==> src/rtl/divider_pkg.sv <==
// -----------------------------------------------------------------------------
// divider_pkg
// Shared definitions for the sequential restoring divider:
//   state_t                 - controller states (IDLE, RUN, DONE)
//   DEFAULT_DIVIDEND_WIDTH  - default dividend/quotient width
//   DEFAULT_DIVISOR_WIDTH   - default divisor/remainder width
//   ZERO_DIV_QUOTIENT       - all-ones quotient returned for a zero divisor.
//                             Slice it down to the quotient width.
// -----------------------------------------------------------------------------
package divider_pkg;

  typedef enum logic [1:0] {
    IDLE = 2'd0,
    RUN  = 2'd1,
    DONE = 2'd2
  } state_t;

  localparam int DEFAULT_DIVIDEND_WIDTH = 8;
  localparam int DEFAULT_DIVISOR_WIDTH  = 4;

  // Wide enough for any practical dividend width. Users slice it down.
  localparam int MAX_DIVIDEND_WIDTH = 64;
  localparam logic [MAX_DIVIDEND_WIDTH-1:0] ZERO_DIV_QUOTIENT = '1;

endpackage

==> src/rtl/divider_sequential_if.sv <==
// -----------------------------------------------------------------------------
// divider_sequential_if
// Request/result bundle of the sequential divider.
//   start      master->slave  request a division (sampled in IDLE only)
//   dividend   master->slave  unsigned dividend, sampled with start
//   divisor    master->slave  unsigned divisor, sampled with start
//   busy       slave->master  operation in progress (RUN or DONE)
//   done       slave->master  one-cycle completion pulse
//   quotient   slave->master  registered quotient
//   remainder  slave->master  registered remainder
//   error      slave->master  registered divide-by-zero flag
// -----------------------------------------------------------------------------
interface divider_sequential_if
  import divider_pkg::*;
#(
  parameter int DIVIDEND_WIDTH = DEFAULT_DIVIDEND_WIDTH,
  parameter int DIVISOR_WIDTH  = DEFAULT_DIVISOR_WIDTH
);

  logic                      start;
  logic [DIVIDEND_WIDTH-1:0] dividend;
  logic [DIVISOR_WIDTH-1:0]  divisor;
  logic                      busy;
  logic                      done;
  logic [DIVIDEND_WIDTH-1:0] quotient;
  logic [DIVISOR_WIDTH-1:0]  remainder;
  logic                      error;

  modport master (
    output start, dividend, divisor,
    input  busy, done, quotient, remainder, error
  );

  modport slave (
    input  start, dividend, divisor,
    output busy, done, quotient, remainder, error
  );

endinterface

==> src/rtl/divider_step.sv <==
// -----------------------------------------------------------------------------
// divider_step
// One restoring-division iteration, purely combinational.
//   rem_in        partial remainder before the step (DIVISOR_WIDTH+1 bits)
//   dividend_msb  next dividend bit to shift in
//   divisor       divisor
//   rem_out       partial remainder after the step
//   quotient_bit  1 when the divisor was subtracted
// -----------------------------------------------------------------------------
module divider_step
  import divider_pkg::*;
#(
  parameter int DIVISOR_WIDTH = DEFAULT_DIVISOR_WIDTH
) (
  input  logic [DIVISOR_WIDTH:0]   rem_in,
  input  logic                     dividend_msb,
  input  logic [DIVISOR_WIDTH-1:0] divisor,
  output logic [DIVISOR_WIDTH:0]   rem_out,
  output logic                     quotient_bit
);

  logic [DIVISOR_WIDTH+1:0] shifted;
  logic [DIVISOR_WIDTH:0]   diff;

  // Keep the full shifted value for the compare. A zero divisor lets the
  // partial remainder grow into its top bit. The compare must not lose it.
  assign shifted      = {rem_in, dividend_msb};
  assign quotient_bit = (shifted >= {2'b00, divisor});

  // When the subtraction is taken, the result is below the divisor. Modular
  // arithmetic on the low bits is therefore exact.
  assign diff    = shifted[DIVISOR_WIDTH:0] - {1'b0, divisor};
  assign rem_out = quotient_bit ? diff : shifted[DIVISOR_WIDTH:0];

endmodule

==> src/rtl/divider_sequential.sv <==
// -----------------------------------------------------------------------------
// divider_sequential
// Sequential unsigned restoring divider. It produces one quotient bit per
// clock.
//   clock  rising-edge clock
//   reset  asynchronous active-high reset
//   bus    divider_sequential_if.slave:
//          start/dividend/divisor in, busy/done/quotient/remainder/error out
// Timing: start is accepted in IDLE at edge N. The iterations run on edges
// N+1..N+DIVIDEND_WIDTH. The results are registered and DONE is entered on
// the last of those edges. DONE lasts one cycle, then the controller goes
// back to IDLE.
// Zero divisor: quotient = all ones, remainder = dividend low bits.
// Optional macro DIVIDER_ZERO_CHECK_EN: a zero divisor skips the iterations.
// It finishes at edge N+1 with error=1. Without the macro, error is tied to 0
// and a zero divisor runs the full iteration count.
// -----------------------------------------------------------------------------
module divider_sequential
  import divider_pkg::*;
#(
  parameter int DIVIDEND_WIDTH = DEFAULT_DIVIDEND_WIDTH,
  parameter int DIVISOR_WIDTH  = DEFAULT_DIVISOR_WIDTH
) (
  input  logic                 clock,
  input  logic                 reset,
  divider_sequential_if.slave  bus
);

  localparam int CW = $clog2(DIVIDEND_WIDTH + 1);

  state_t                    state_q;
  logic                      busy_q;
  logic                      done_q;
  logic [CW-1:0]             count_q;
  // Dividend bits shift out at the top while quotient bits shift in at the
  // bottom. After the last step, the register holds the quotient.
  logic [DIVIDEND_WIDTH-1:0] work_q;
  logic [DIVISOR_WIDTH-1:0]  divisor_q;
  logic [DIVISOR_WIDTH:0]    rem_q;
  logic [DIVIDEND_WIDTH-1:0] quotient_q;
  logic [DIVISOR_WIDTH-1:0]  remainder_q;

  logic [DIVISOR_WIDTH:0]    rem_next;
  logic                      q_bit;
  logic [DIVIDEND_WIDTH-1:0] work_next;

`ifdef DIVIDER_ZERO_CHECK_EN
  logic error_q;
`endif

  divider_step #(
    .DIVISOR_WIDTH (DIVISOR_WIDTH)
  ) u_step (
    .rem_in       (rem_q),
    .dividend_msb (work_q[DIVIDEND_WIDTH-1]),
    .divisor      (divisor_q),
    .rem_out      (rem_next),
    .quotient_bit (q_bit)
  );

  assign work_next = {work_q[DIVIDEND_WIDTH-2:0], q_bit};

  // NOTE: state and datapath registers use non-blocking assignments. Every
  // register in this block then sees pre-edge values of the others,
  // whatever the statement order.
  always_ff @(posedge clock or posedge reset) begin
    if (reset) begin
      state_q     <= IDLE;
      busy_q      <= 1'b0;
      done_q      <= 1'b0;
      count_q     <= '0;
      work_q      <= '0;
      divisor_q   <= '0;
      rem_q       <= '0;
      quotient_q  <= '0;
      remainder_q <= '0;
`ifdef DIVIDER_ZERO_CHECK_EN
      error_q     <= 1'b0;
`endif
    end else begin
      case (state_q)
        IDLE: begin
          if (bus.start) begin
            work_q    <= bus.dividend;
            divisor_q <= bus.divisor;
            rem_q     <= '0;
            count_q   <= CW'(DIVIDEND_WIDTH);
            busy_q    <= 1'b1;
            state_q   <= RUN;
          end
        end

        RUN: begin
`ifdef DIVIDER_ZERO_CHECK_EN
          // Early exit on the first RUN cycle. work_q still holds the
          // untouched dividend at this point.
          if (divisor_q == '0) begin
            quotient_q  <= ZERO_DIV_QUOTIENT[DIVIDEND_WIDTH-1:0];
            remainder_q <= work_q[DIVISOR_WIDTH-1:0];
            error_q     <= 1'b1;
            count_q     <= '0;
            done_q      <= 1'b1;
            state_q     <= DONE;
          end else
`endif
          begin
            work_q  <= work_next;
            rem_q   <= rem_next;
            count_q <= count_q - CW'(1);
            if (count_q == CW'(1)) begin
              quotient_q  <= work_next;
              remainder_q <= rem_next[DIVISOR_WIDTH-1:0];
`ifdef DIVIDER_ZERO_CHECK_EN
              error_q     <= 1'b0;
`endif
              done_q      <= 1'b1;
              state_q     <= DONE;
            end
          end
        end

        DONE: begin
          done_q  <= 1'b0;
          busy_q  <= 1'b0;
          state_q <= IDLE;
        end

        default: begin
          done_q  <= 1'b0;
          busy_q  <= 1'b0;
          state_q <= IDLE;
        end
      endcase
    end
  end

  assign bus.busy      = busy_q;
  assign bus.done      = done_q;
  assign bus.quotient  = quotient_q;
  assign bus.remainder = remainder_q;
`ifdef DIVIDER_ZERO_CHECK_EN
  assign bus.error     = error_q;
`else
  assign bus.error     = 1'b0;
`endif

endmodule
==> src/flat_wrapper.sv <==
// flat-port wrapper written by rule: the top's interface ports become plain ports
module divider_sequential_flat import divider_pkg::*;
#(
  parameter int DIVIDEND_WIDTH = DEFAULT_DIVIDEND_WIDTH,
  parameter int DIVISOR_WIDTH  = DEFAULT_DIVISOR_WIDTH
)
  (clock, reset, bus_start, bus_dividend, bus_divisor, bus_busy, bus_done, bus_quotient, bus_remainder, bus_error);
  divider_sequential_if #(.DIVIDEND_WIDTH(DIVIDEND_WIDTH), .DIVISOR_WIDTH(DIVISOR_WIDTH)) bus_i ();
  input  logic clock;
  input  logic reset;
  input wire logic [$bits(bus_i.start)-1:0] bus_start;
  input wire logic [$bits(bus_i.dividend)-1:0] bus_dividend;
  input wire logic [$bits(bus_i.divisor)-1:0] bus_divisor;
  output wire logic [$bits(bus_i.busy)-1:0] bus_busy;
  output wire logic [$bits(bus_i.done)-1:0] bus_done;
  output wire logic [$bits(bus_i.quotient)-1:0] bus_quotient;
  output wire logic [$bits(bus_i.remainder)-1:0] bus_remainder;
  output wire logic [$bits(bus_i.error)-1:0] bus_error;
  assign bus_i.start = bus_start;
  assign bus_i.dividend = bus_dividend;
  assign bus_i.divisor = bus_divisor;
  assign bus_busy = bus_i.busy;
  assign bus_done = bus_i.done;
  assign bus_quotient = bus_i.quotient;
  assign bus_remainder = bus_i.remainder;
  assign bus_error = bus_i.error;
  divider_sequential #(.DIVIDEND_WIDTH(DIVIDEND_WIDTH), .DIVISOR_WIDTH(DIVISOR_WIDTH)) u_core (.clock(clock), .reset(reset), .bus(bus_i));
endmodule
==> config.mk <==
export PLATFORM = sky130hd
export DESIGN_NAME = divider_sequential_flat
export DESIGN_NICKNAME = d
export VERILOG_FILES = /design/src/rtl/divider_pkg.sv /design/src/rtl/divider_sequential_if.sv /design/src/rtl/divider_step.sv /design/src/rtl/divider_sequential.sv /design/src/flat_wrapper.sv
export SDC_FILE = /design/constraint.sdc
export NUM_CORES = 1
export LEC_CHECK = 0
export CORE_MARGIN = 3
export CORE_UTILIZATION = 25
export DETAILED_ROUTE_END_ITERATION = 8
export SLEW_MARGIN = 20
export SYNTH_ARGS = -nofsm -noshare
export SYNTH_HDL_FRONTEND = slang
export SYNTH_SLANG_ARGS = --single-unit
==> constraint.sdc <==
create_clock -name clock -period 2.9 [get_ports clock]
set_clock_uncertainty 0.05 [all_clocks]
set_input_delay 0.435 -clock clock [delete_from_list [all_inputs] [get_ports clock]]
set_output_delay 0.435 -clock clock [all_outputs]
set_load 0.1 [all_outputs]
* Word-level counts from Yosys, hierarchy flattened
Cells that the tools add are included.
Word-level totals: bits in registers 37, bits in latches 0, bits in writable memories 0, bits in read-only memories 0, input bits 15, memories 0
Cells by class: $add $sub $neg 2, $mul 0, div/mod/pow operators 0, magnitude comparators 1, equal/unequal tests 4, shift operators 0, muxes and demuxes 14, bitwise operators 2, reductions and logical operators 8
Operators with widths (number):
- 8-bit case mux with 2 select lines | 1
- 2-bit AND reduction | 6
- 5-bit two-way mux | 2
- 5-bit case mux with 2 select lines | 1
- 8-bit two-way mux | 1
- 4-bit case mux with 2 select lines | 1
- 6-bit by 4-bit greater-or-equal comparator with 1-bit output | 1
- 5-bit by 4-bit subtractor with 5-bit output | 1
- 4-bit by 1-bit == test with 1-bit output (second input constant) | 1
- 2-bit two-way mux | 2
- 4-bit two-way mux | 1
- 1-bit case mux with 2 select lines | 2
- 2-bit case mux with 2 select lines | 1
- 4-bit by 1-bit subtractor with 4-bit output (second input constant) | 1
- 2-bit by 1-bit == test with 1-bit output (second input constant) | 1
- 2-bit zero test | 1
- 1-bit two-way mux | 2
- 2-bit by 1-bit inequality test with 1-bit output (second input constant) | 1
- 2-bit inequality test (second input constant) | 1
- 1-bit NOT | 2
- 2-bit nonzero test | 1

* Depth between registers and ports, before layout
Gate-level depths: netlist of run 1.
depth in word-level cells 3, depth in mapped cells 9, gate-level depth less buffers 8

* Cells and area by module
A second synthesis of run 1 with hierarchy kept.
Unflattened totals: cell total of the unflattened synthesis 158, area total of the unflattened synthesis 1830.5 sq um
Modules (own cells, without submodules):
- divider_sequential | instances 1, cells each 129, area an instance 1596.5 sq um, sequential area each 925.9 sq um
- divider_step | instances 1, cells each 29, area an instance 234.0 sq um, sequential area each 0.0 sq um

* Worst setup path after synthesis of run 1
OpenSTA, ideal clock, no wires.
kind reg-to-reg, start point register u_core.work_q[7], end point register u_core.remainder_q[2] (netlist: u_core.bus.remainder[2]), library setup time 0.095 ns, arrival time 1.747 ns, required time 2.755 ns, setup slack 1.008 ns, stages on the path, launching flop included 10, buffers on the path 1, cell sequence dfrtp_1 -> inv_1 -> ha_1 -> inv_1 -> fa_1 -> nand3_1 -> and2_0 -> clkbuf_1 -> a21oi_2 -> o31ai_1
On the way: word-level cells in the longest chain between the ends 2
RTL lines:
- start: declaration | line divider_sequential.sv:37 | logic [DIVIDEND_WIDTH-1:0] work_q;
- start signal: assignment | line divider_sequential.sv:84 | work_q <= bus.dividend;
- start signal: assignment | line divider_sequential.sv:107 | work_q <= work_next;
- 5-bit by 4-bit subtractor with 5-bit output / 6-bit by 4-bit greater-or-equal comparator with 1-bit output (equally long branches) | line divider_step.sv:32, divider_step.sv:28
- 5-bit two-way mux (*) | line divider_step.sv:33 | assign rem_out = quotient_bit ? diff : shifted[DIVISOR_WIDTH:0];
- end signal: assignment | line divider_sequential.sv:112 | remainder_q <= rem_next[DIVISOR_WIDTH-1:0];
- end: declaration | line divider_sequential.sv:41 | logic [DIVISOR_WIDTH-1:0] remainder_q;
Mark *: on every way between the ends. The rest lies on a longest branch, timed or not. A chain may end at the register's enable or synchronous reset.

* Final worst setup path of run 1
Same ends and word-level chain as after synthesis.

==> reports/qor.yml, run 1 <==
finalCritPeriodShare_pct: 75.2
ant_nets: 0
netlist_instances: 186
cp-end-kind: "flip-flop"
max-clock-path-buffers: 2
path_common_cell: "inv_1"
synth_nets: 208
clk_pin_slew_worst_paths_ns: 0.08
ff2ff_path_depth: 8
fin_nets: 237
drive_gt1_share_pct: 15.3
cts-buffers-inserted: 5
max_stage_delay_ns: 0.46
use_met1_pct: 15.4
post-cts-setup-buffers: 0
initial_core_util_pct: 25.9
syn2layout_area_growth_pct: 25.0
gr-usage-met3_pct: 2.93
drt_iter0_drc: 73
maxSlewViolCount: 0
grt_overflow: 0
dr_total_vias: 1386
grt_pass1_vias: 1398
yosys.area.top_type_share_pct: 52.3
vias_per_cell: 4.46
hold_path_depth: 2
worstSetupPathType: "flip-flop to flip-flop"
cts_root_buffer: "clkbuf_8"
worstPathMaxFanout: 7
ys_async_sr_fraction_pct: 100
grt_max_degree: 38
ctsResizeCount: 0
cap_violations: 0
hold_path_class: "flip-flop to flip-flop"
slew_headroom_pct: 48.3
wl_per_cell_um: 13.0
ys_seq_elements: 37
setup_tns_ns: 0
path_depth: 8
routed_wl_um: 4060
max_freq_ghz: 0.459
synth_top_cells_by_area: "dfrtp_1, nand2_1, ha_1"
grt_pass1_wl_um: 7020
gr-usage-met2_pct: 15.0
cp.arrival_ns: 2.33
synth_edf_count: 0
ys.flop_type: "dfrtp_1"
yosysWarningCount: 0
busiest_layer: "met1"
critPathTopFamily: "adder cells"
hold_viol_final: 0
die_h_um: 90.2
first_pass_iters: 4
outcome: "complete, no violations"
worstPathCellList: "inv_1 > ha_1 > inv_1 > fa_1 > nand3_1 > and2_0 > a21oi_2 > o31ai_1"
final-setup-viol-count: 0
synth_area_um2: 1770
layout_commonest_cell: "nand2_1"
drcViolationCount: 0
cts_sinks: 37
cts_max_level: 2
path_buf_inv: 2
cp-start-kind: "flip-flop"
min_period_ns: 2.18
num_rows: 30
die_w_um: 90.2
gp_congestion: 0.822
critPathRequiredTime_ns: 3.05
synth_cell_types: 38
track_usage_pct: 10.6
cts_hold_buf: 0
rrSetupSlack_ns: 0.72
cts_tree: "built"
synth-seq-area-share_pct: 52.3
core_area_um2: 6830
rsz0062_at_grt: "no"
clkLatencyLatePin_ns: 0.29
die_area_um2: 8130
critical_path.slowest_cell: "fa_1"
final_cell_mix: "nand2_1, dfrtp_1, buf_4"
n_antenna_cell: 0
syn_area_per_cell_um2: 9.52
synth_top_area_cell: "dfrtp_1"
io-pin-count: 30
grt_antenna_before_repair: 0
worst_pin_slew_ns: 0.772
io_buffer_count: 28
hpwlAfterDp_um: 2770
[cells by family (layout without fill, tap and decap cells)]
family	count (synthesis)	after routing	synth area share (%)
buffers and inverters	20	49	5.09
other	1	1	0.212
adders and majority gates	7	7	5.37
xor gates and xnor gates	1	1	0.495
and+or+nand+nor	81	81	20.8
AOI/OAI and AO/OA	39	39	15.8
DFF	37	37	52.3
[synth_stat cells (2+ instances only)]
cell / n
nand2_1: 54
o211ai_1: 2
nor3_1: 3
dfrtp_1: 37
buf_4: 3
o21ai_0: 13
clkbuf_1: 3
or3_1: 2
o311ai_0: 2
a21oi_1: 5
nand4_1: 4
nand3_1: 5
buf_2: 3
o2111ai_1: 2
a22oi_1: 7
inv_1: 11
ha_1: 6
nor2_1: 3
o31ai_1: 2
[worst paths after layout]
| path | startpoint | to |
|---|---|---|
| worst max register to register | u_core.work_q[7] | u_core.bus.remainder[2] |
| worst max-delay path | u_core.work_q[7] | u_core.bus.remainder[2] |
| worst min-delay path | u_core.bus.quotient[3] | u_core.bus.quotient[3] |
| max in group asynchronous | reset | u_core.divisor_q[0] |
| worst min register to register | u_core.bus.quotient[3] | u_core.bus.quotient[3] |
| min in group asynchronous | reset | u_core.bus.quotient[7] |
[registers in the layout, summed over array words and instances (netlist names)]
name,flops
u_core.bus.busy,1
u_core.bus.done,1
u_core.bus.quotient,8
u_core.bus.remainder,4
u_core.count_q,4
u_core.divisor_q,4
u_core.rem_q,5
u_core.state_q,2
u_core.work_q,8
[layer usage]
layer | wire (um) | part of all wire [%]
met1 | 1980 | 49
met5 | 0 | 0
met2 | 1820 | 45
met3 | 203 | 5.0
met4 | 55 | 1.4
[worst register-to-register path: stages, from the launching register on]
cell and delay, ns:
dfrtp_1 0.40, inv_1 0.11, ha_1 0.17, inv_1 0.06, fa_1 0.46, nand3_1 0.10
and2_0 0.37, a21oi_2 0.13, o31ai_1 0.23
[layout make-up]
class	instances	area, um^2
clock buffers	5	68.8
clock inverters	2	35.0
fillers	723	4620
inverters	11	41.3
multi-input cells	129	754
flip-flops and latches	37	926
well taps	96	120
repair buffers	31	268
[through the flow]
stage | hold slack [ns] | cells | utilization (%) | cell area (um^2) | setup WS [ns]
2_1_floorplan | 0.396 | 186 | - | 1770 | 1.01
3_3_place_gp | 0.415 | 304 | 30.9 | 2110 | 0.817
3_5_place_dp | 0.413 | 304 | 30.9 | 2110 | 0.769
4_1_cts | 0.432 | 311 | 32.4 | 2210 | 0.726
5_1_grt | 0.454 | 311 | 32.4 | 2210 | 0.566
6_report | 0.431 | 311 | 32.4 | 2210 | 0.720
Power of run 1 is left out: the tool's default activity adds up to more than one toggle a clock period on the data nets, which glitch-free logic cannot reach.
==> run 2: changes to the inputs <==
Clock period 2.9 ns to 2.1 ns, I/O delays scaled along.
==> run 2 against run 1 <==
Highest routed layer unchanged. Via count up 1.7%. Die area unchanged. Sequential cell count unchanged. Utilization is 0.37 points higher. Fmax is 9.9% higher. Global-route usage decreased by 0.46 points. Critical path depth did not move. First-iteration DRC count fell by 4.1%. Cell count increased by 0.96%. Wire length fell by 3.0%. Sequential share of layout area fell by 0.47 points.
==> reports/qor.yml, run 2 (synthesis results as in run 1) <==
max_freq_ghz: 0.504  # +9.9%
n_antenna_cell: 0  # unchanged
vias_per_cell: 4.49  # +0.76%
drt_iter0_drc: 70  # -4.1%
drcViolationCount: 0  # unchanged
cts_root_buffer: "clkbuf_8"
grt_overflow: 0  # unchanged
drive_gt1_share_pct: 18.8  # +3.5 points
hold_viol_final: 0  # unchanged
num_rows: 30  # unchanged
outcome: "complete, no violations"
maxSlewViolCount: 0  # unchanged
grt_antenna_before_repair: 0  # unchanged
initial_core_util_pct: 25.9  # unchanged
die_w_um: 90.2  # unchanged
post-cts-setup-buffers: 0  # unchanged
worstPathMaxFanout: 7  # unchanged
cp-end-kind: "flip-flop"
hold_path_class: "primary input to asynchronous set/reset pin"
io-pin-count: 30  # unchanged
first_pass_iters: 4  # unchanged
cts_sinks: 37  # unchanged
gp_congestion: 0.901  # +9.6%
min_period_ns: 1.98  # -0.196 ns
finalCritPeriodShare_pct: 94.5  # +19 points
cp.arrival_ns: 2.15  # -0.18 ns
cp-start-kind: "flip-flop"
hpwlAfterDp_um: 2790  # +0.71%
cts_hold_buf: 0  # unchanged
cts-buffers-inserted: 5  # unchanged
layout_commonest_cell: "nand2_1"
cts_max_level: 2  # unchanged
die_area_um2: 8130  # unchanged
grt_pass1_wl_um: 6760  # -3.7%
final_cells: 314  # +0.96%
io_buffer_count: 28  # unchanged
dp_cells: 306  # +0.66%
worst_pin_slew_ns: 0.769  # -0.00363 ns
routed_wl_um: 3940  # -3.0%
fin_nets: 239  # +0.84%
clk_pin_slew_worst_paths_ns: 0.08  # about the same
syn2layout_area_growth_pct: 26.4
cts_tree: "built"
grt_pass1_vias: 1390  # -0.57%
grt_max_degree: 38  # unchanged
core_area_um2: 6830  # unchanged
worstSetupPathType: "flip-flop to flip-flop"
final-setup-viol-count: 0  # unchanged
final_cell_mix: "nand2_1, dfrtp_1, buf_4"
critPathRequiredTime_ns: 2.27  # -0.78 ns
cap_violations: 0  # unchanged
slew_headroom_pct: 48.6  # +0.24 points
track_usage_pct: 10.1  # -0.46 points
rsz0062_at_grt: "yes"
ctsResizeCount: 0  # unchanged
fillers: 755  # +4.4%
dr_total_vias: 1410  # +1.7%
wl_per_cell_um: 12.5  # -4.0%
max-clock-path-buffers: 2  # unchanged
clkLatencyLatePin_ns: 0.29  # about the same
ant_nets: 0  # unchanged
die_h_um: 90.2  # unchanged
-- run 2: cell types whose count changed in the layout (fill, tap and decap cells not counted) --
| cell | previous run | this run |
|---|---|---|
| or3_1 | 2 | 1 |
| inv_2 | 0 | 1 |
| or3_4 | 0 | 1 |
| clkbuf_8 | 5 | 7 |
| and2_0 | 1 | 0 |
| a21oi_2 | 1 | 2 |
| and2_2 | 0 | 1 |
| buf_4 | 17 | 19 |
| nand2_2 | 1 | 2 |
| nand2_1 | 54 | 53 |
| a21oi_1 | 5 | 4 |
| inv_1 | 11 | 10 |
| bufinv_16 | 1 | 0 |
-- run 2: critical path: stages, from the launching register on --
cell and delay [ns]:
dfrtp_1 0.41, inv_2 0.08, ha_1 0.15, inv_1 0.05, fa_1 0.45, nand3_1 0.11
nand2_2 0.11, or3_4 0.39, a21oi_2 0.12
-- run 2: area by class of cell --
class                           count  area (um^2)  area share (%)
Clock inverter                      1         5.00           0.224
Clock buffer                        7         96.3            4.30
Timing Repair Buffer               33          283            12.6
Sequential cell                    37          926            41.4
Inverter                           11         41.3            1.84
Tap cell                           96          120            5.37
Multi-Input combinational cell    129          767            34.3
-- run 2: stage by stage --
step	TNS (ns)	setup WS, ns	util, %	hold slack (ns)	instance area, um^2
after floorplan	0	0.208	-	0.370	1770
after global placement	0	0.102	31.1	0.416	2120
after detailed placement	0	0.0482	31.1	0.413	2120
after CTS	0	0.0256	32.6	0.401	2230
after global routing	-0.0164	-0.00847	32.8	0.434	2240
final	0	0.116	32.8	0.384	2240
-- run 2: per-layer routing --
layer  routed length [um]  track usage, %  up-vias
li1                     -               -      697
met1                 1960            14.4      678
met2                 1780            15.1       30
met3                  161            2.76        5
met4                   38            2.81        0
met5                    0               0        -
-- run 2: worst paths after layout --
check,start,end,slack [ns],depth (start not counted)
hold reg to reg,u_core.bus.quotient[4],u_core.bus.quotient[4],0.43,2
min in group clock,u_core.bus.quotient[4],u_core.bus.quotient[4],0.43,2
max in group asynchronous,reset,u_core.rem_q[1],1.28,3
hold / removal,reset,u_core.bus.quotient[7],0.38,3
setup / recovery,u_core.work_q[7],u_core.rem_q[4],0.12,8
setup reg to reg,u_core.work_q[7],u_core.rem_q[4],0.12,8
Power of run 2 is left out for the same reason.
==> run 3: changes to the inputs <==
Settings changed: ABC_AREA set to 1, CTS_BUF_LIST set to sky130_fd_sc_hd__clkbuf_8 sky130_fd_sc_hd__clkbuf_16.
==> run 3 against run 2 <==
Register-to-register slack better by 0.05 ns. Synthesized cell count increased by 8.1%. Global-route usage up 0.11 points. Synthesized area grew 0.71%. Via count shrank 1.1%. First-iteration DRC count decreased by 16%. Wire length fell by 1.6%. Critical path depth grew 4. Worst setup slack gained 0.052 ns. Sequential share of layout area grew 0.80 points. Critical path type unchanged. Highest routed layer unchanged.
==> reports/qor.yml, run 3 <==
rr_startpoint: "u_core.work_q[7]"
ys_async_sr_fraction_pct: 100  # unchanged
netlist_instances: 201  # +8.1%
synth_top_area_cell: "dfrtp_1"
yosysWarningCount: 0  # unchanged
rrSetupSlack_ns: 0.17  # +0.05 ns
layout_commonest_cell: "nand2_1"
grt_pass1_wl_um: 6690  # -1.0%
crit_path_end: "u_core.rem_q[3]"
final-setup-viol-count: 0  # unchanged
gp_congestion: 0.810  # -10%
hold_viol_final: 0  # unchanged
grt_antenna_before_repair: 0  # unchanged
clk_pin_slew_worst_paths_ns: 0.07  # about the same
cap_violations: 0  # unchanged
cts-buffers-inserted: 5  # unchanged
yosys.area.top_type_share_pct: 51.9  # -0.37 points
post-cts-setup-buffers: 0  # unchanged
synth_mux_area_share_pct: 0  # unchanged
synthAdderAreaFrac_pct: 5.33  # -0.038 points
max-clock-path-buffers: 2  # unchanged
cp-end-kind: "flip-flop"
met2_length_um: 1900  # +6.6%
worstPathMaxFanout: 6  # -1
io-pin-count: 30  # unchanged
ys_top_cells_by_count: "nand2_1, dfrtp_1, inv_1"
crit_start: "u_core.work_q[7]"
m1WireLength_um: 1750  # -11%
vias_per_cell: 4.24  # -5.6%
routed_wl_um: 3870  # -1.6%
r2r-end: "u_core.rem_q[3]"
max_freq_ghz: 0.517  # +2.7%
ys_seq_elements: 37  # unchanged
synth_top_family_by_area: "simple AND/OR/NAND/NOR gates"
ctsResizeCount: 0  # unchanged
synth-seq-area-share_pct: 51.9  # -0.37 points
grt_overflow: 0  # unchanged
cts_max_level: 2  # unchanged
min_period_ns: 1.93  # -0.0518 ns
dr_wl_met3_um: 172  # +6.8%
wl_per_cell_um: 11.8  # -6.0%
fin_nets: 256  # +7.1%
final_cell_mix: "nand2_1, dfrtp_1, inv_1"
dr.max_layer_used: "met4"
rsz0062_at_grt: "no"
drive_gt1_share_pct: 16.3  # -2.5 points
critPathRequiredTime_ns: 2.23  # -0.04 ns
dr_total_vias: 1394  # -1.1%
cts_root_buffer: "clkbuf_8"
synth_nets: 223  # +7.2%
hold_path_class: "primary input to asynchronous set/reset pin"
io_buffer_count: 28  # unchanged
synth_edf_count: 0  # unchanged
worstSetupPathType: "flip-flop to flip-flop"
grt_pass1_vias: 1442  # +3.7%
synth_cell_types: 27  # -29%
synth_area_um2: 1780  # +0.71%
initial_core_util_pct: 26.0  # +0.041 points
syn2layout_area_growth_pct: 23.2
core_area_um2: 6870  # +0.55%
cp-start-kind: "flip-flop"
num_rows: 30  # unchanged
synth_xor_area_share_pct: 0.982  # +0.49 points
drt_iter0_drc: 59  # -16%
ant_nets: 0  # unchanged
cts_tree: "built"
hpwlAfterDp_um: 2810  # +0.92%
drcViolationCount: 0  # unchanged
die_w_um: 90.5  # +0.33%
outcome: "complete, no violations"
first_pass_iters: 4  # unchanged
track_usage_pct: 10.2  # +0.11 points
finalCritPeriodShare_pct: 92.0  # -2.5 points
n_antenna_cell: 0  # unchanged
die_h_um: 90.5  # +0.33%
ff2ff_path_depth: 12  # +4
synth_top_cells_by_area: "dfrtp_1, nand2_1, inv_1"
maxSlewViolCount: 0  # unchanged
cts_sinks: 37  # unchanged
synth_compound_area_share_pct: 7.65  # -8.1 points
cp.arrival_ns: 2.06  # -0.09 ns
ys.flop_type: "dfrtp_1"
grt_max_degree: 38  # unchanged
timing.hold.ws_ns: 0.384  # +0.0000790 ns
cts_hold_buf: 0  # unchanged
clkLatencyLatePin_ns: 0.28  # about the same
yosys.area_share.simple_pct: 25.9  # +5.1 points
fillers: 727  # -3.7%
setup_tns_ns: 0  # unchanged
synth.most_common_cell: "nand2_1"
syn_area_per_cell_um2: 8.87  # -6.8%
die_area_um2: 8180  # +0.66%
-- run 3: critical path, cell delays in order, from the launching register on --
cell     delay [ns]
dfrtp_1        0.36
inv_1          0.08
ha_1           0.15
inv_1          0.06
fa_1           0.45
inv_1          0.11
nor2_4         0.05
nor2_4         0.18
nand2_4        0.10
nand3_2        0.08
nand2_2        0.05
nand2_1        0.05
nand2_1        0.05
-- run 3: worst min path at each step --
stage | start | endpoint | cells past startpoint
after floorplan | bus_divisor[0] | u_core.divisor_q[0] | 2
final | reset | u_core.bus.quotient[3] | 3
after detailed placement | u_core.bus.quotient[3] | u_core.bus.quotient[3] | 2
after global placement | u_core.bus.quotient[3] | u_core.bus.quotient[3] | 2
after global routing | reset | u_core.bus.quotient[3] | 3
after CTS | reset | u_core.work_q[3] | 3
-- run 3: area by class of cell --
type / instances / area, um^2 / area share [%]
Clock inverter: 1 / 5.00 / 0.228
Sequential cell: 37 / 926 / 42.2
Clock buffer: 5 / 68.8 / 3.13
Timing Repair Buffer: 31 / 268 / 12.2
Tap cell: 96 / 120 / 5.47
Multi-Input combinational cell: 134 / 714 / 32.5
Inverter: 25 / 93.8 / 4.27
-- run 3: logic make-up after synthesis --
group | after synthesis
and+or+nand+nor | 100
adders and majority gates | 7
AOI/OAI and AO/OA | 24
DFF | 37
other | 1
xor gates and xnor gates | 2
buffers and inverters | 30
-- run 3: metal layers --
metal | vias up | GRT usage (%)
li1 | 694 | -
met1 | 671 | 12.1
met2 | 23 | 16.7
met3 | 6 | 3.75
met5 | - | 0
met4 | 0 | 4.46
-- run 3: through the flow --
step / utilization (%) / instance area, um^2 / setup slack [ns] / cells
global route: 32.0 / 2200 / 0.0512 / 329
global placement: 30.9 / 2120 / 0.229 / 323
finish: 32.0 / 2200 / 0.168 / 329
CTS: 32.0 / 2200 / 0.175 / 329
floorplan: - / 1780 / 0.312 / 201
detailed placement: 30.9 / 2120 / 0.172 / 323
Power of run 3 is left out for the same reason.
==> variant 1, RTL diff (settings of run 1) <==
Build with the macro `DIVIDER_ZERO_CHECK_EN` defined.
--- a/src/rtl/divider_sequential.sv
+++ b/src/rtl/divider_sequential.sv
@@ -15,6 +15,8 @@
 // It finishes at edge N+1 with error=1. Without the macro, error is tied to 0
 // and a zero divisor runs the full iteration count.
 // -----------------------------------------------------------------------------
+`define DIVIDER_ZERO_CHECK_EN
+
 module divider_sequential
   import divider_pkg::*;
 #(
Check against the original RTL: not equivalent (a bounded check fails within 4 cycles, from zero or initial values and one cycle with reset high).
==> variant 1 against run 1 <==
Count of clock-buffer cells in the layout rose by 2. Routed wire length rose by 4.7%. Via count rose by 1.9%. Area after synthesis rose by 6.7%. Cell count fell by 0.32%. Design area rose by 5.5%. Sequential cell count rose by 1. Critical path type unchanged. Synthesized cell count fell by 4.8%. Worst setup slack got worse by 0.24 ns.
Power is left out: the tool's default activity adds up to more than one toggle a clock period on the data nets, which glitch-free logic cannot reach.
==> variant 1: results (changes against run 1) <==
status: "finished clean"
drt_iter0_markers: 63  # -14%
synth_flop_cell: "dfrtp_1"
fin_nets: 232  # -2.1%
hold_end: "u_core.bus.error"
clk_pin_slew_worst_paths_ns: 0.07
drive_above_1_share_pct: 17.54  # +2.2 points
gp_congestion: 0.8156  # -0.79%
portBuffers: 29  # +3.6%
num_antenna_cells: 0  # unchanged
vias: 1413  # +1.9%
antenna_found_initial: 0  # unchanged
synthTopCellsByArea: "dfrtp_1, o21ai_0, mux2i_1, ha_1, o22a_1"
hold_depth: 2  # unchanged
worstHoldPathType: "register to register"
critical_path.top_delay_family: "compound AO/OA/AOI/OAI gates"
cts_setup_buffers: 0  # unchanged
grt_use_total_pct: 10.88  # +0.29 points
synth_fp_nets: 199  # -4.3%
root_buffer: "clkbuf_8"
reg2reg_depth: 9  # +1
slew_violations: 0  # unchanged
nFillCells: 789  # +9.1%
slowest_delay_ns: 0.41  # -0.05 ns
firstDrtPassIters: 4  # unchanged
dp_hpwl_mm: 3.034  # +9.6%
worstReg2RegEnd: "u_core.bus.remainder[3]"
cts_buffers: 5  # unchanged
crit_path_max_fanout: 8  # +1
place_ws_ns: 0.5262  # -0.2428 ns
slowest_stage: "fa_1"
rrSetupSlack_ns: 0.48  # -0.24 ns
htreeDepth: 2  # unchanged
cp.arrival_ns: 2.56  # +0.23 ns
fin_setup_tns_ns: 0  # unchanged
cts_resized: 0  # unchanged
grt_pass1_vias: 1446  # +3.4%
slew_headroom_pct: 54.21  # +5.9 points
ys_top_cells_by_count: "dfrtp_1, o21ai_0, nand2_1, a21oi_1, inv_1"
clock_path_buffers: 2  # unchanged
grt_pass1_wl_mm: 7.320  # +4.3%
synthArstFlopShare_pct: 100.0  # unchanged
seq_area_frac_synth_pct: 50.33  # -2.0 points
rr_startpoint: "u_core.work_q[7]"
hp-start: "u_core.bus.error"
synthDistinctLibCells: 42  # +11%
grt_max_degree: 39  # +2.6%
totalWireLength_mm: 4.250  # +4.7%
variant 1: changes by cell type after synthesis, moves of 6 or more:
cell            run 1  this run
mux2i_1             0         9
nand2_1            54        15
o21ai_0            13        21
a22oi_1             7         0
o22a_1              0         8
a21oi_1             5        11
variant 1: cell families after synthesis:
family	after synthesis	share of synthesized area, %
xor+xnor	2	0.9273
simple gates	41	11.66
buf+inv	17	4.503
mux	13	7.152
flops	38	50.33
fa+ha+maj	7	5.033
compound gates	59	20.40
variant 1: how the worst max path moves through the flow:
stage | to | slack, ns | cells past startpoint | startpoint
detailed placement | u_core.bus.remainder[3] | 0.53 | 9 | u_core.work_q[7]
CTS | u_core.bus.remainder[3] | 0.48 | 9 | u_core.work_q[7]
floorplan | u_core.bus.remainder[3] | 0.67 | 9 | u_core.work_q[7]
global placement | u_core.bus.remainder[3] | 0.56 | 9 | u_core.work_q[7]
finish | u_core.bus.remainder[3] | 0.48 | 9 | u_core.work_q[7]
global route | u_core.bus.remainder[3] | 0.34 | 9 | u_core.work_q[7]
variant 1: routing by layer:
metal | vias up | GRT usage (%) | routed length (um)
li1 | 696 | - | -
met1 | 683 | 14.73 | 2084
met2 | 25 | 15.84 | 1879
met3 | 9 | 3.981 | 213
met4 | 0 | 3.907 | 73
met5 | - | 0 | 0
variant 1: cell type report:
class,count,share of cell area [%]
clock buffer,7,3.696
clock inverter,1,0.2142
inverter,11,1.768
multi-input combinational,122,36.53
sequential,38,40.71
tap,99,5.303
timing repair buffer,32,11.78
variant 1: per-stage QoR:
| stage | instances | hold WS [ns] | area [um^2] | util (%) |
|---|---|---|---|---|
| floorplan | 177 | 0.4188 | 1889 | - |
| global placement | 302 | 0.4414 | 2245 | 30.78 |
| detailed placement | 302 | 0.4478 | 2245 | 30.78 |
| CTS | 310 | 0.4645 | 2336 | 32.04 |
| global route | 310 | 0.4872 | 2336 | 32.04 |
| finish | 310 | 0.4538 | 2336 | 32.04 |
variant 1: tightest hold or removal path: cells and delay by family (launching register included):
| kind | cells | cell delay (ns) |
|---|---|---|
| compound gates | 2 | 0.13 |
| flops | 1 | 0.34 |
==> variant 2, RTL diff (config.mk and constraints of run 1) <==
Without the edit above. Make the reset (`reset`) synchronous in one clocked block. Comments in the files are not updated.
--- a/src/rtl/divider_sequential.sv
+++ b/src/rtl/divider_sequential.sv
@@ -63,7 +63,7 @@
   // NOTE: state and datapath registers use non-blocking assignments. Every
   // register in this block then sees pre-edge values of the others,
   // whatever the statement order.
-  always_ff @(posedge clock or posedge reset) begin
+  always_ff @(posedge clock) begin
     if (reset) begin
       state_q     <= IDLE;
       busy_q      <= 1'b0;
Check against the original RTL: differs if reset is asserted again (counterexample within 4 cycles, from zero or initial values and one cycle with reset high); with reset held inactive, the same outputs for 10 cycles.
==> variant 2 against run 1 <==
Routed wire length shrank 7.2%. Cell count fell by 5.5%. Sequential cell count is the same. Area after synthesis down 7.1%. Worst setup slack lost 0.28 ns. Design area is 7.3% lower. Global-route usage rose by 0.43 points. Critical path type unchanged. Largest cell class is now multi-input combinational cells.
==> variant 2: results (changes against run 1) <==
worstReg2RegEnd: "u_core.bus.remainder[0]"
hold_depth: 2  # unchanged
grt_use_total_pct: 11.02  # +0.43 points
timing.hold.ws_ns: 0.4065  # -0.02397 ns
rrSetupSlack_ns: 0.43  # -0.28 ns
synthTopCellsByArea: "dfxtp_1, a21oi_1, nand2_1, ha_1, nor2_1"
gp_congestion: 0.8449  # +2.8%
ir_worst_vdd_mv: 0.2024
fin_nets: 240  # +1.3%
vias: 1371  # -1.1%
hold_end: "u_core.bus.quotient[5]"
synth_fp_nets: 213  # +2.4%
vias_per_cell: 4.663  # +4.6%
rr_startpoint: "u_core.work_q[7]"
cp.arrival_ns: 2.60  # +0.27 ns
drive_above_1_share_pct: 15.07  # -0.28 points
status: "finished clean"
yosysWarnings: 0  # unchanged
synthDistinctLibCells: 42  # +11%
drt_iter0_markers: 110  # +51%
crit_path_max_fanout: 8  # +1
clk_pin_slew_worst_paths_ns: 0.08  # about the same
place_area_mm2: 0.001956  # -7.3%
max_freq_mhz: 405.6  # -12%
hp-start: "u_core.bus.quotient[5]"
crit_path_start: "u_core.work_q[7]"
synth_flop_cell: "dfxtp_1"
ys_top_cells_by_count: "dfxtp_1, nand2_1, a21oi_1, nor2_1, inv_1"
root_buffer: "clkbuf_8"
dp.cells: 286  # -5.9%
sw_frac_of_total_pct: 31.77
totalWireLength_mm: 3.766  # -7.2%
slew_headroom_pct: 52.56  # +4.2 points
synthCells: 191  # +2.7%
place_ws_ns: 0.4549  # -0.3141 ns
grt_pass1_vias: 1326  # -5.2%
grt_max_degree: 28  # -26%
dp_hpwl_mm: 2.646  # -4.4%
seq_area_frac_synth_pct: 45.02  # -7.3 points
grt_pass1_wl_mm: 6.561  # -6.5%
synthArstFlopShare_pct: 0  # -100 points
-- variant 2: cell count changes in the layout (fill, tap and decap cells not counted), sizes merged, moves of 3 or more --
cell           run 1  this run
o21ai             13         5
a211oi             0         3
a21oi              6        26
nand2             55        30
dfrtp             37         0
dfxtp              0        37
nand3              5         2
nor2               4        21
-- variant 2: per-layer routing --
| metal | global-route usage (%) | routed length (um) | vias up |
|---|---|---|---|
| li1 | - | - | 718 |
| met1 | 14.54 | 1798 | 625 |
| met2 | 16.70 | 1732 | 22 |
| met3 | 3.784 | 185 | 6 |
| met4 | 3.905 | 49 | 0 |
| met5 | 0 | 0 | - |
-- variant 2: cell type report --
type                            instances  area, um^2
Timing Repair Buffer                   31       267.8
Fill cell                             641        4079
Inverter                                9       33.78
Clock inverter                          2       13.76
Sequential cell                        37       740.7
Clock buffer                            6       82.58
Tap cell                               75       93.84
Multi-Input combinational cell        134       819.5
-- variant 2: cell families (layout without fill, tap and decap cells) --
group           after synthesis  count (layout)  share of synthesized area, %
other cells                   1               1                        0.2279
fa+ha+maj                     7               7                         5.779
buf+inv                      20              48                         5.475
compound gates               52              52                         21.52
simple gates                 70              70                         19.70
flops                        37              37                         45.02
xor+xnor                      2               2                         1.065
mux                           2               2                         1.217
-- variant 2: power groups by stage --
stage	registers, mW	clock network (mW)	logic [mW]
2_1_floorplan	0.598	0	0.189
3_3_place_gp	0.576	0	0.276
3_5_place_dp	0.577	0	0.278
4_1_cts	0.565	0.406	0.280
5_1_grt	0.569	0.428	0.313
6_report	0.565	0.388	0.280
-- variant 2: worst max-delay path: stages (launching register included) --
cell and delay [ns]:
dfxtp_1 0.31, inv_1 0.10, ha_1 0.17, inv_1 0.06, fa_1 0.45, a21o_1 0.22, a2111oi_4 0.59, nor4_1 0.09
a311o_1 0.32
